--- src/rtl/mem_arbiter.sv ---
// mem_arbiter: shares one word-wide single-port memory between instruction fetch and data access.
// Define MEM_ALIGN_CHECK_EN to reject misaligned data accesses; mode: 00 word, 01 half, 10 byte.
module mem_arbiter #(
  parameter int ADDR_W = 32
) (
  input  logic              clk,
  input  logic              reset,
  input  logic              ifReq,
  input  logic [ADDR_W-1:0] ifAddr,
  output logic [31:0]       ifData,
  output logic              ifReady,
  input  logic              memRead,
  input  logic              memWrite,
  input  logic [1:0]        mode,
  input  logic [ADDR_W-1:0] dAddr,
  input  logic [31:0]       dWData,
  output logic [31:0]       dRData,
  output logic              dReady,
  output logic              alignErr,
  output logic              memReq,
  output logic              memWe,
  output logic [ADDR_W-1:0] memAddr,
  output logic [3:0]        memBe,
  output logic [31:0]       memWData,
  input  logic [31:0]       memRData,
  input  logic              memAck,
  output logic              stall
);
  localparam logic [1:0] MEM_HALF = 2'd1, MEM_BYTE = 2'd2;
  typedef enum logic [1:0] {IDLE, IF_BUSY, D_BUSY} state_t;
  state_t state_q, state_d;
  logic last_d_q, last_d_d;
  logic [1:0] off_q, off_d, mode_q, mode_d;
  logic err_q, err_d;
  logic if_ready_q, if_ready_d, d_ready_q, d_ready_d, align_err_q, align_err_d;
  logic [31:0] if_data_q, if_data_d, d_rdata_q, d_rdata_d;
  logic mem_req_q, mem_req_d, mem_we_q, mem_we_d;
  logic [ADDR_W-1:0] mem_addr_q, mem_addr_d;
  logic [3:0] mem_be_q, mem_be_d;
  logic [31:0] mem_wdata_q, mem_wdata_d;
  logic d_elig, if_elig, grant_d, grant_if, is_half, is_byte, mis;
  logic [1:0] off;
  logic [3:0] be;
  logic [31:0] ld, ld_ext;
  assign stall = (ifReq & ~ifReady) | ((memRead | memWrite) & ~dReady);
  assign d_elig = (memRead | memWrite) & ~d_ready_q;
  assign if_elig = ifReq & ~if_ready_q;
  assign grant_d = d_elig & (~if_elig | ~last_d_q);
  assign grant_if = if_elig & ~grant_d;
  assign is_half = mode == MEM_HALF;
  assign is_byte = mode == MEM_BYTE;
  assign off = is_byte ? dAddr[1:0] : is_half ? {dAddr[1], 1'b0} : 2'b00;
  assign be = is_byte ? 4'b0001 << off : is_half ? (dAddr[1] ? 4'b1100 : 4'b0011) : 4'b1111;
`ifdef MEM_ALIGN_CHECK_EN
  assign mis = is_half ? dAddr[0] : ~is_byte & (|dAddr[1:0]);
`else
  assign mis = 1'b0;
`endif
  // Loads come back in the lanes chosen at issue time, so shift by the stored offset.
  assign ld = memRData >> {off_q, 3'b000};
  assign ld_ext = mode_q == MEM_BYTE ? {24'd0, ld[7:0]} : mode_q == MEM_HALF ? {16'd0, ld[15:0]} : ld;
  always_comb begin
    state_d = state_q;
    last_d_d = last_d_q;
    off_d = off_q;
    mode_d = mode_q;
    err_d = err_q;
    if_ready_d = 1'b0;
    d_ready_d = 1'b0;
    align_err_d = 1'b0;
    if_data_d = if_data_q;
    d_rdata_d = d_rdata_q;
    mem_req_d = mem_req_q;
    mem_we_d = mem_we_q;
    mem_addr_d = mem_addr_q;
    mem_be_d = mem_be_q;
    mem_wdata_d = mem_wdata_q;
    case (state_q)
      IDLE: begin
        if (grant_d) begin
          state_d = D_BUSY;
          last_d_d = 1'b1;
          off_d = off;
          mode_d = mode;
          err_d = mis;
          mem_req_d = ~mis;
          mem_we_d = memWrite & ~mis;
          mem_addr_d = dAddr & ~ADDR_W'(3);
          mem_be_d = be;
          mem_wdata_d = dWData << {off, 3'b000};
        end else if (grant_if) begin
          state_d = IF_BUSY;
          last_d_d = 1'b0;
          mem_req_d = 1'b1;
          mem_we_d = 1'b0;
          mem_addr_d = ifAddr & ~ADDR_W'(3);
          mem_be_d = 4'b1111;
        end
      end
      IF_BUSY: begin
        if (memAck) begin
          state_d = IDLE;
          mem_req_d = 1'b0;
          mem_we_d = 1'b0;
          if_data_d = memRData;
          if_ready_d = 1'b1;
        end
      end
      default: begin
        if (err_q) begin
          state_d = IDLE;
          err_d = 1'b0;
          d_ready_d = 1'b1;
          align_err_d = 1'b1;
          d_rdata_d = 32'd0;
        end else if (memAck) begin
          state_d = IDLE;
          mem_req_d = 1'b0;
          mem_we_d = 1'b0;
          d_rdata_d = ld_ext;
          d_ready_d = 1'b1;
        end
      end
    endcase
  end
  always_ff @(posedge clk or posedge reset) begin
    if (reset) begin
      state_q <= IDLE;
      last_d_q <= 1'b0;
      off_q <= 2'd0;
      mode_q <= 2'd0;
      err_q <= 1'b0;
      if_ready_q <= 1'b0;
      d_ready_q <= 1'b0;
      align_err_q <= 1'b0;
      if_data_q <= 32'd0;
      d_rdata_q <= 32'd0;
      mem_req_q <= 1'b0;
      mem_we_q <= 1'b0;
      mem_addr_q <= '0;
      mem_be_q <= 4'd0;
      mem_wdata_q <= 32'd0;
    end else begin
      state_q <= state_d;
      last_d_q <= last_d_d;
      off_q <= off_d;
      mode_q <= mode_d;
      err_q <= err_d;
      if_ready_q <= if_ready_d;
      d_ready_q <= d_ready_d;
      align_err_q <= align_err_d;
      if_data_q <= if_data_d;
      d_rdata_q <= d_rdata_d;
      mem_req_q <= mem_req_d;
      mem_we_q <= mem_we_d;
      mem_addr_q <= mem_addr_d;
      mem_be_q <= mem_be_d;
      mem_wdata_q <= mem_wdata_d;
    end
  end
  assign ifData = if_data_q;
  assign ifReady = if_ready_q;
  assign dRData = d_rdata_q;
  assign dReady = d_ready_q;
  assign alignErr = align_err_q;
  assign memReq = mem_req_q;
  assign memWe = mem_we_q;
  assign memAddr = mem_addr_q;
  assign memBe = mem_be_q;
  assign memWData = mem_wdata_q;
endmodule

--- config.mk ---
export PLATFORM = sky130hd
export DESIGN_NAME = mem_arbiter
export DESIGN_NICKNAME = d
export VERILOG_FILES = /design/src/rtl/mem_arbiter.sv
export SDC_FILE = /design/constraint.sdc
export NUM_CORES = 1
export LEC_CHECK = 0
export ABC_AREA = 1
export ABC_CLOCK_PERIOD_IN_PS = 5700
export CAP_MARGIN = 30
export CORE_MARGIN = 2
export CORE_UTILIZATION = 44
export CTS_CLUSTER_DIAMETER = 30
export DETAILED_ROUTE_END_ITERATION = 7
export PLACE_DENSITY = 0.79
export SLEW_MARGIN = 20
export SYNTH_ARGS = -nofsm -noshare
export SYNTH_HDL_FRONTEND = slang
export SYNTH_SLANG_ARGS = --single-unit
--- constraint.sdc ---
create_clock -name clk -period 5.7 [get_ports clk]
set_input_delay 0.57 -clock clk [delete_from_list [all_inputs] [get_ports clk]]
set_output_delay 0.57 -clock clk [all_outputs]
set_load 0.02 [all_outputs]
==> results.py, run 1 <==
metrics = {
    "worst_setup_path": {
        "path_cells": "clkdlybuf4s50_1 > nor2_1 > nor2_4 > nand3_2 > buf_16 > inv_2 > nand2_1 > o21ai_0",
        "r2r_cells": 6,
        "crit_type": "input port to flip-flop",
        "cp_top_family": "simple AND/OR/NAND/NOR gates",
        "slowest_stage": "nand3_2",
        "critPathBufInv": 3,
        "cp.depth": 8,
        "start_kind": "input port",
        "crit_path_end_kind": "flip-flop",
        "worstPathArrival_ns": 3.27,
        "critPathMaxStageDelay_ns": 0.68,
        "worstPathRequired_ns": 6.02,
        "cp_max_fo": 32,
    },
    "synthesis": {
        "yosys-top-cells-area": "dfrtp_1, nand2_1, o21ai_0",
        "synth_area_leader_cell": "dfrtp_1",
        "synth-seq-cells": 141,
        "synth_warnings": 0,
        "synth_cell_types": 27,
        "syn_area_per_cell_sq_um": 7.52,
        "yosysSeqAreaShare": 0.512,
        "syn_inst": 917,
        "syn_area_sq_um": 6890,
        "synth_top_area_frac": 0.512,
    },
    "drt": {
        "ant_nets": 0,
        "via_per_inst": 4.98,
        "vias": 6894,
        "wire_per_inst_microns": 15.8,
        "first_pass_iters": 6,
        "routed_wl_mm": 21.8,
        "drt-initial-drc-count": 516,
        "drc_errors": 0,
    },
    "floorplan": {
        "start_util": 0.452,
        "fp.coreArea_sq_um": 15300,
        "die_w_microns": 129,
        "die_area_sq_um": 16700,
        "ios": 274,
        "fp-row-count": 45,
        "fp.dieH_microns": 129,
    },
    "cts": {
        "cts_hold_buf": 0,
        "cts_tree": "done",
        "cts_buffers": 17,
        "numClockSinks": 141,
        "cts_setup_buffers": 0,
        "cts-resized-gates": 0,
        "clockRootBuffer": "clkbuf_16",
        "cts_max_path_buffers": 2,
        "htree_num_levels": 4,
        "clock_latency_ns": 0.42,
        "path_clk_slew_ns": 0.06,
    },
    "timing": {
        "worst_slew_pin_slew_ns": 0.853,
        "fin_worst_skew_ns": 0.0128,
        "hold_violations": 0,
        "finalSetupTns_ns": 0,
        "fmax_mhz": 340,
        "fin_crit_sh": 0.517,
        "slew_headroom": 0.432,
        "finalCriticalPeriod_ns": 2.94,
        "finalSetupViolCount": 0,
        "maxSlewViolCount": 0,
        "whs_ns": 0.473,
        "rsz0062_at_grt": "false",
    },
    "global_routing": {
        "gr-total-overflow": 0,
        "grt_util_all_layers": 0.264,
        "grt_pass1_vias": 6462,
        "grtUsageMet2": 0.425,
        "grt_max_degree": 95,
        "grt.busiest_layer": "met2",
        "grtUsageMet3": 0.0756,
        "met1_usage": 0.338,
        "grt_pass1_wl_mm": 34.0,
        "antenna_found_initial": 0,
    },
    "cells_and_area": {
        "nets": 1295,
        "area_delta_synth_final_pct": 48.3,
        "drive_gt1_frac": 0.0503,
        "n_antenna_cell": 0,
        "final_cell_mix": "nand2_1, clkdlybuf4s50_1, dfrtp_1, o21ai_0",
        "fill_cells": 1294,
        "layout_commonest_cell": "nand2_1",
    },
    "run_status": {
        "status": "finished clean",
    },
    "power": {
        "vdd.ir_drop.worst_mv": 0.266,
        "total_leakage_power_nw": 5.05,
        "power_density_nw_per_um2": 531,
    },
    "worst_hold_path": {
        "hold_depth": 2,
        "min_path_type": "flip-flop to flip-flop",
    },
    "run": {
        "cap_violations": 0,
    },
    "place": {
        "portBuffers": 268,
        "hpwl_mm": 15.6,
        "gp_congestion": 0.864,
    },
}
[routing by layer]
layer  up-vias  routed length (microns)
met5         -                        0
met4         0                      568
met3        37                     2010
met2       295                    10400
met1      3191                     8850
li1       3371                        -
[Yosys cell counts, drive strengths merged]
| cell | instances |
|---|---|
| clkbuf | 16 |
| nand3 | 34 |
| conb | 1 |
| o21ai | 59 |
| inv | 37 |
| a21oi | 2 |
| buf | 39 |
| o211ai | 24 |
| clkinv | 1 |
| nand2 | 519 |
| nor2 | 18 |
| o21bai | 1 |
| dfrtp | 141 |
| nand4 | 24 |
| nand3b | 1 |
[metrics by stage]
step	std cells	utilization	setup slack (ns)	instance area, sq um	power, mW
after CTS	1381	0.668	2.76	10200	5.46
after floorplan	919	-	1.35	6900	3.16
after global routing	1383	0.670	2.49	10200	5.78
after detailed placement	1349	0.631	2.33	9630	4.38
final	1383	0.670	2.76	10200	5.43
after global placement	1346	0.627	1.78	9570	4.31
[registers in the layout, summed over array words and instances, names as in the netlist]
signal / cells
memBe: 4
memReq: 1
ifReady: 1
off_q: 2
memWe: 1
ifData: 32
dRData: 32
dReady: 1
last_d_q: 1
mode_q: 2
memWData: 32
state_q: 2
memAddr: 30
[worst register-to-register path, cell delays in order (launching register included)]
cell and delay, ns:
dfrtp_1 0.41, nor2_4 0.63, nand3_2 0.68, buf_16 0.39, inv_2 0.29, nand2_1 0.08, o21ai_0 0.08
[kinds of logic after synthesis]
family,share of synthesized area
buf+inv,0.0663
simple gates,0.348
other cells,0.000544
flops,0.512
compound gates,0.0732
[path summary, 6_finish.rpt]
check | slack, ns | startpoint | endpoint
worst max-delay path | 2.76 | memWrite | memWe
worst min-delay path | 0.47 | last_d_q | last_d_q
worst max register to register | 3.05 | dReady | memWe
worst min register to register | 0.47 | last_d_q | last_d_q
max in group asynchronous | 3.79 | reset | memAddr[6]
min in group asynchronous | 0.69 | reset | memAddr[31]
[where the power goes]
group	switching, mW	internal (mW)
clock	0.440	0.615
sequential	0.263	1.44
combinational	1.54	1.13
total	2.24	3.19
[final cells by class]
type	instances	area (sq um)	share of cell area
clock buffers	20	447	0.0437
clock inverters	12	114	0.0111
inverters	38	150	0.0147
multi-input cells	685	2920	0.286
flip-flops and latches	141	3530	0.345
well taps	211	264	0.0258
repair buffers	276	2800	0.274
Power figures use the tool's default switching activity.
==> run 2: changes to the inputs <==
Settings changed: ABC_CLOCK_PERIOD_IN_PS 5700 to 2900.
Clock period 5.7 ns to 2.9 ns, I/O delays scaled along.
==> results.py, run 2 (synthesis results as in run 1) <==
metrics = {
    "worst_setup_path": {
        "critPathBufInv": 1,
        "worstPathRequired_ns": 2.61,
        "worstPathArrival_ns": 1.74,
        "crit_path_end_kind": "primary output",
        "critPathMaxStageDelay_ns": 0.65,
        "slowest_stage": "clkdlybuf4s50_1",
        "cp_max_fo": 3,
        "start_kind": "flip-flop",
        "r2r_slack_ns": 0.97,
        "crit_type": "flip-flop to primary output",
        "cp_top_family": "buffers and inverters",
        "path_cells": "o21bai_1 > nand2_1 > clkdlybuf4s50_1",
    },
    "cts": {
        "cts_buffers": 17,
        "cts_setup_buffers": 0,
        "cts_max_path_buffers": 2,
        "path_clk_slew_ns": 0.06,
        "htree_num_levels": 4,
        "cts-resized-gates": 0,
        "numClockSinks": 141,
        "clockRootBuffer": "clkbuf_16",
        "cts_hold_buf": 0,
        "clock_latency_ns": 0.42,
        "cts_tree": "done",
    },
    "drt": {
        "routed_wl_mm": 21.9,
        "via_per_inst": 5.03,
        "drc_errors": 0,
        "vias": 6983,
        "drt-initial-drc-count": 526,
        "first_pass_iters": 5,
        "ant_nets": 0,
        "wire_per_inst_microns": 15.8,
    },
    "place": {
        "placed_cells": 1357,
        "portBuffers": 268,
        "gp_congestion": 0.861,
        "hpwl_mm": 15.7,
    },
    "global_routing": {
        "gr-total-overflow": 0,
        "antenna_found_initial": 0,
        "grt_pass1_wl_mm": 34.4,
        "grt.busiest_layer": "met2",
        "grtUsageMet2": 0.426,
        "met1_usage": 0.331,
        "grt_util_all_layers": 0.265,
        "grt_max_degree": 50,
        "grtUsageMet3": 0.0797,
        "grt_pass1_vias": 6689,
    },
    "run": {
        "cap_violations": 0,
    },
    "floorplan": {
        "fp.coreArea_sq_um": 15300,
        "start_util": 0.452,
        "fp-row-count": 45,
        "fp.dieH_microns": 129,
        "die_w_microns": 129,
        "die_area_sq_um": 16700,
        "ios": 274,
    },
    "timing": {
        "maxSlewViolCount": 0,
        "fin_crit_sh": 0.699,
        "finalSetupViolCount": 0,
        "worst_slew_pin_slew_ns": 0.681,
        "slew_headroom": 0.546,
        "rsz0062_at_grt": "false",
        "finalSetupTns_ns": 0,
        "finalCriticalPeriod_ns": 2.03,
        "fmax_mhz": 493,
        "hold_violations": 0,
        "fin_worst_skew_ns": 0.00787,
    },
    "cells_and_area": {
        "nets": 1301,
        "area_delta_synth_final_pct": 48.8,
        "n_antenna_cell": 0,
        "layout.cells.non_filler": 1388,
        "layout_commonest_cell": "nand2_1",
        "drive_gt1_frac": 0.0535,
        "final_cell_mix": "nand2_1, clkdlybuf4s50_1, dfrtp_1, o21ai_0",
    },
    "power": {
        "power_density_nw_per_um2": 1040,
        "p_sw_mw": 4.38,
        "power_frac_clock": 0.197,
        "total_leakage_power_nw": 5.08,
        "p_int_mw": 6.32,
        "p_sw_frac": 0.409,
        "p_comb_frac": 0.490,
        "vdd.ir_drop.worst_mv": 0.558,
        "pwr-share-seq": 0.314,
    },
    "worst_hold_path": {
        "min_path_type": "input port to asynchronous set/reset pin",
    },
    "run_status": {
        "status": "finished clean",
    },
}
[run 2: changes by cell type in the layout (fill, tap and decap cells not counted), sizes merged]
cell / previous run / this run
inv: 40 / 36
clkinv: 5 / 7
buf: 8 / 14
bufinv: 1 / 2
[run 2: metrics by stage]
step	util	hold WS (ns)	power (mW)	cell area (sq um)	setup slack (ns)
finish	0.672	0.278	10.7	10300	0.873
global route	0.672	0.316	11.4	10300	0.780
CTS	0.672	0.280	10.8	10300	0.841
detailed placement	0.635	0.460	8.60	9690	0.662
global placement	0.635	0.455	8.51	9690	0.675
floorplan	-	0.386	6.21	6900	0.847
[run 2: final timing paths]
kind	from	to	cells past startpoint
max	dReady	stall	3
min	reset	ifData[21]	2
max reg2reg	state_q[0]	memWData[11]	5
min reg2reg	last_d_q	last_d_q	2
max in group asynchronous	reset	memAddr[23]	3
min in group clk	last_d_q	last_d_q	2
[run 2: layout make-up]
| type | count | area, sq um |
|---|---|---|
| Fill cell | 1286 | 5000 |
| Sequential cell | 141 | 3530 |
| Multi-Input combinational cell | 685 | 2920 |
| Timing Repair Buffer | 282 | 2830 |
| Clock buffer | 20 | 447 |
| Tap cell | 211 | 264 |
| Inverter | 38 | 149 |
| Clock inverter | 11 | 120 |
[run 2: worst reg2reg max path: stages, from the launching register on]
cell     delay, ns
dfrtp_1       0.40
nor2_1        0.26
nand3_2       0.51
nor2_4        0.51
nand2_1       0.11
nand2_1       0.08
[run 2: power groups by stage]
stage	Clock, mW	Sequential (mW)	Combinational (mW)
after global placement	0	3.34	5.17
after CTS	2.13	3.35	5.28
after floorplan	0	4.28	1.93
final	2.11	3.36	5.24
after global routing	2.22	3.46	5.71
after detailed placement	0	3.35	5.25
[run 2: per-layer routing]
metal / up-vias / share of wire
met5: - / 0
met1: 3254 / 0.40
met3: 56 / 0.091
li1: 3376 / -
met4: 0 / 0.035
met2: 297 / 0.48
==> run 3: changes to the inputs <==
Settings changed: ABC_CLOCK_PERIOD_IN_PS 2900 to 1800, CORE_UTILIZATION 44 to 40, PLACE_DENSITY 0.79 to 0.76.
Clock period 2.9 ns to 1.8 ns, I/O delays scaled along.
==> results.py, run 3 (synthesis results as in run 1) <==
metrics = {
    "drt": {
        "routed_wl_mm": 22.2,
        "wire_per_inst_microns": 15.7,
        "ant_nets": 0,
        "vias": 6925,
        "drc_errors": 0,
        "drt-initial-drc-count": 424,
        "first_pass_iters": 5,
        "via_per_inst": 4.91,
    },
    "place": {
        "gp_congestion": 0.818,
        "portBuffers": 268,
        "hpwl_mm": 16.3,
    },
    "worst_setup_path": {
        "crit_type": "flip-flop to primary output",
        "cp_top_family": "buffers and inverters",
        "critPathMaxStageDelay_ns": 0.67,
        "path_cells": "clkdlybuf4s50_1",
        "worstPathArrival_ns": 1.52,
        "crit_path_end_kind": "primary output",
        "start_kind": "flip-flop",
        "worstPathRequired_ns": 1.62,
        "slowest_stage": "clkdlybuf4s50_1",
        "critPathBufInv": 1,
        "cp_max_fo": 3,
    },
    "floorplan": {
        "fp.dieH_microns": 135,
        "ios": 274,
        "die_area_sq_um": 18300,
        "die_w_microns": 135,
        "fp-row-count": 47,
        "start_util": 0.413,
        "fp.coreArea_sq_um": 16700,
    },
    "global_routing": {
        "grt_util_all_layers": 0.247,
        "antenna_found_initial": 0,
        "gr-total-overflow": 0,
        "grt_max_degree": 54,
        "grt_pass1_wl_mm": 35.1,
        "grt_pass1_vias": 6772,
    },
    "timing": {
        "maxSlewViolCount": 0,
        "worst_slew_pin_slew_ns": 0.644,
        "rsz0062_at_grt": "false",
        "hold_violations": 0,
        "fmax_mhz": 589,
        "finalSetupViolCount": 0,
        "slew_headroom": 0.570,
        "finalCriticalPeriod_ns": 1.70,
        "fin_worst_skew_ns": 0.0113,
        "whs_ns": 0.0406,
        "fin_crit_sh": 0.944,
    },
    "cts": {
        "htree_num_levels": 4,
        "cts_hold_buf": 0,
        "numClockSinks": 141,
        "cts_max_path_buffers": 2,
        "cts_buffers": 17,
        "clockRootBuffer": "clkbuf_16",
        "clock_latency_ns": 0.43,
        "cts_tree": "done",
        "path_clk_slew_ns": 0.06,
    },
    "cells_and_area": {
        "register_area_sq_um": 3530,
        "final_cell_mix": "nand2_1, clkdlybuf4s50_1, dfrtp_1, o21ai_0",
        "multi_input_area_sq_um": 2920,
        "area_delta_synth_final_pct": 51.1,
        "utilization": 0.624,
        "drive_gt1_frac": 0.0639,
        "layout_commonest_cell": "nand2_1",
        "fill_cells": 1499,
        "n_antenna_cell": 0,
        "nets": 1314,
    },
    "power": {
        "p_comb_frac": 0.493,
        "vdd.ir_drop.worst_mv": 0.850,
        "total_leakage_power_nw": 5.15,
        "power_frac_clock": 0.198,
        "p_sw_mw": 7.12,
        "power_density_nw_per_um2": 1670,
        "p_sw_frac": 0.409,
        "pwr-share-seq": 0.309,
        "p_int_mw": 10.3,
    },
    "run": {
        "cap_violations": 0,
    },
    "run_status": {
        "status": "finished clean",
    },
    "worst_hold_path": {
        "min_path_type": "input port to asynchronous set/reset pin",
    },
}
-- run 3: final timing paths --
check                               to  slack [ns]  depth (start not counted)   startpoint
setup / recovery                dReady        0.10                          1       dReady
hold / removal              ifData[23]        0.04                          2        reset
setup reg to reg             dRData[2]        0.13                          3     off_q[0]
hold reg to reg            memAddr[17]        0.48                          2  memAddr[17]
max in group asynchronous        memWe        1.20                          3        reset
min in group clk             ifData[3]        0.35                          3  memRData[3]
-- run 3: power groups by stage --
| stage | registers, mW | clock network, mW | logic (mW) |
|---|---|---|---|
| 2_1_floorplan | 6.90 | 0 | 3.11 |
| 3_3_place_gp | 5.38 | 0 | 8.48 |
| 3_5_place_dp | 5.39 | 0 | 8.65 |
| 4_1_cts | 5.38 | 3.51 | 8.67 |
| 5_1_grt | 5.55 | 3.67 | 9.33 |
| 6_report | 5.38 | 3.45 | 8.59 |
-- run 3: timing repair --
action                                 4_1_cts  5_1_grt
resized for setup                            1        0
setup endpoints to repair                    1        0
setup buffers                                0        0
endpoints found under the hold margin        0        0
-- run 3: layer usage --
layer,share of wire,vias to the layer above,global-route usage
met4,0.023,0,0.0938
met2,0.47,283,0.405
met3,0.092,39,0.0804
met5,0,-,0
met1,0.41,3197,0.305
li1,-,3406,-
-- run 3: stage by stage --
step | setup WS [ns] | cells | area, sq um | power (mW) | TNS (ns)
6_report | 0.101 | 1410 | 10400 | 17.4 | 0
5_1_grt | 0.0425 | 1410 | 10400 | 18.6 | 0
3_5_place_dp | 0.0174 | 1379 | 9850 | 14.0 | 0
3_3_place_gp | 0.0266 | 1379 | 9850 | 13.9 | 0
2_1_floorplan | -0.143 | 919 | 6900 | 10.0 | -20.17
4_1_cts | 0.0920 | 1410 | 10400 | 17.6 | 0
-- run 3: layout make-up --
type	count	share of cell area
timing repair buffer	295	0.285
inverter	38	0.0143
sequential	141	0.339
clock inverter	12	0.0132
clock buffer	19	0.0416
multi-input combinational	685	0.280
tap	220	0.0264
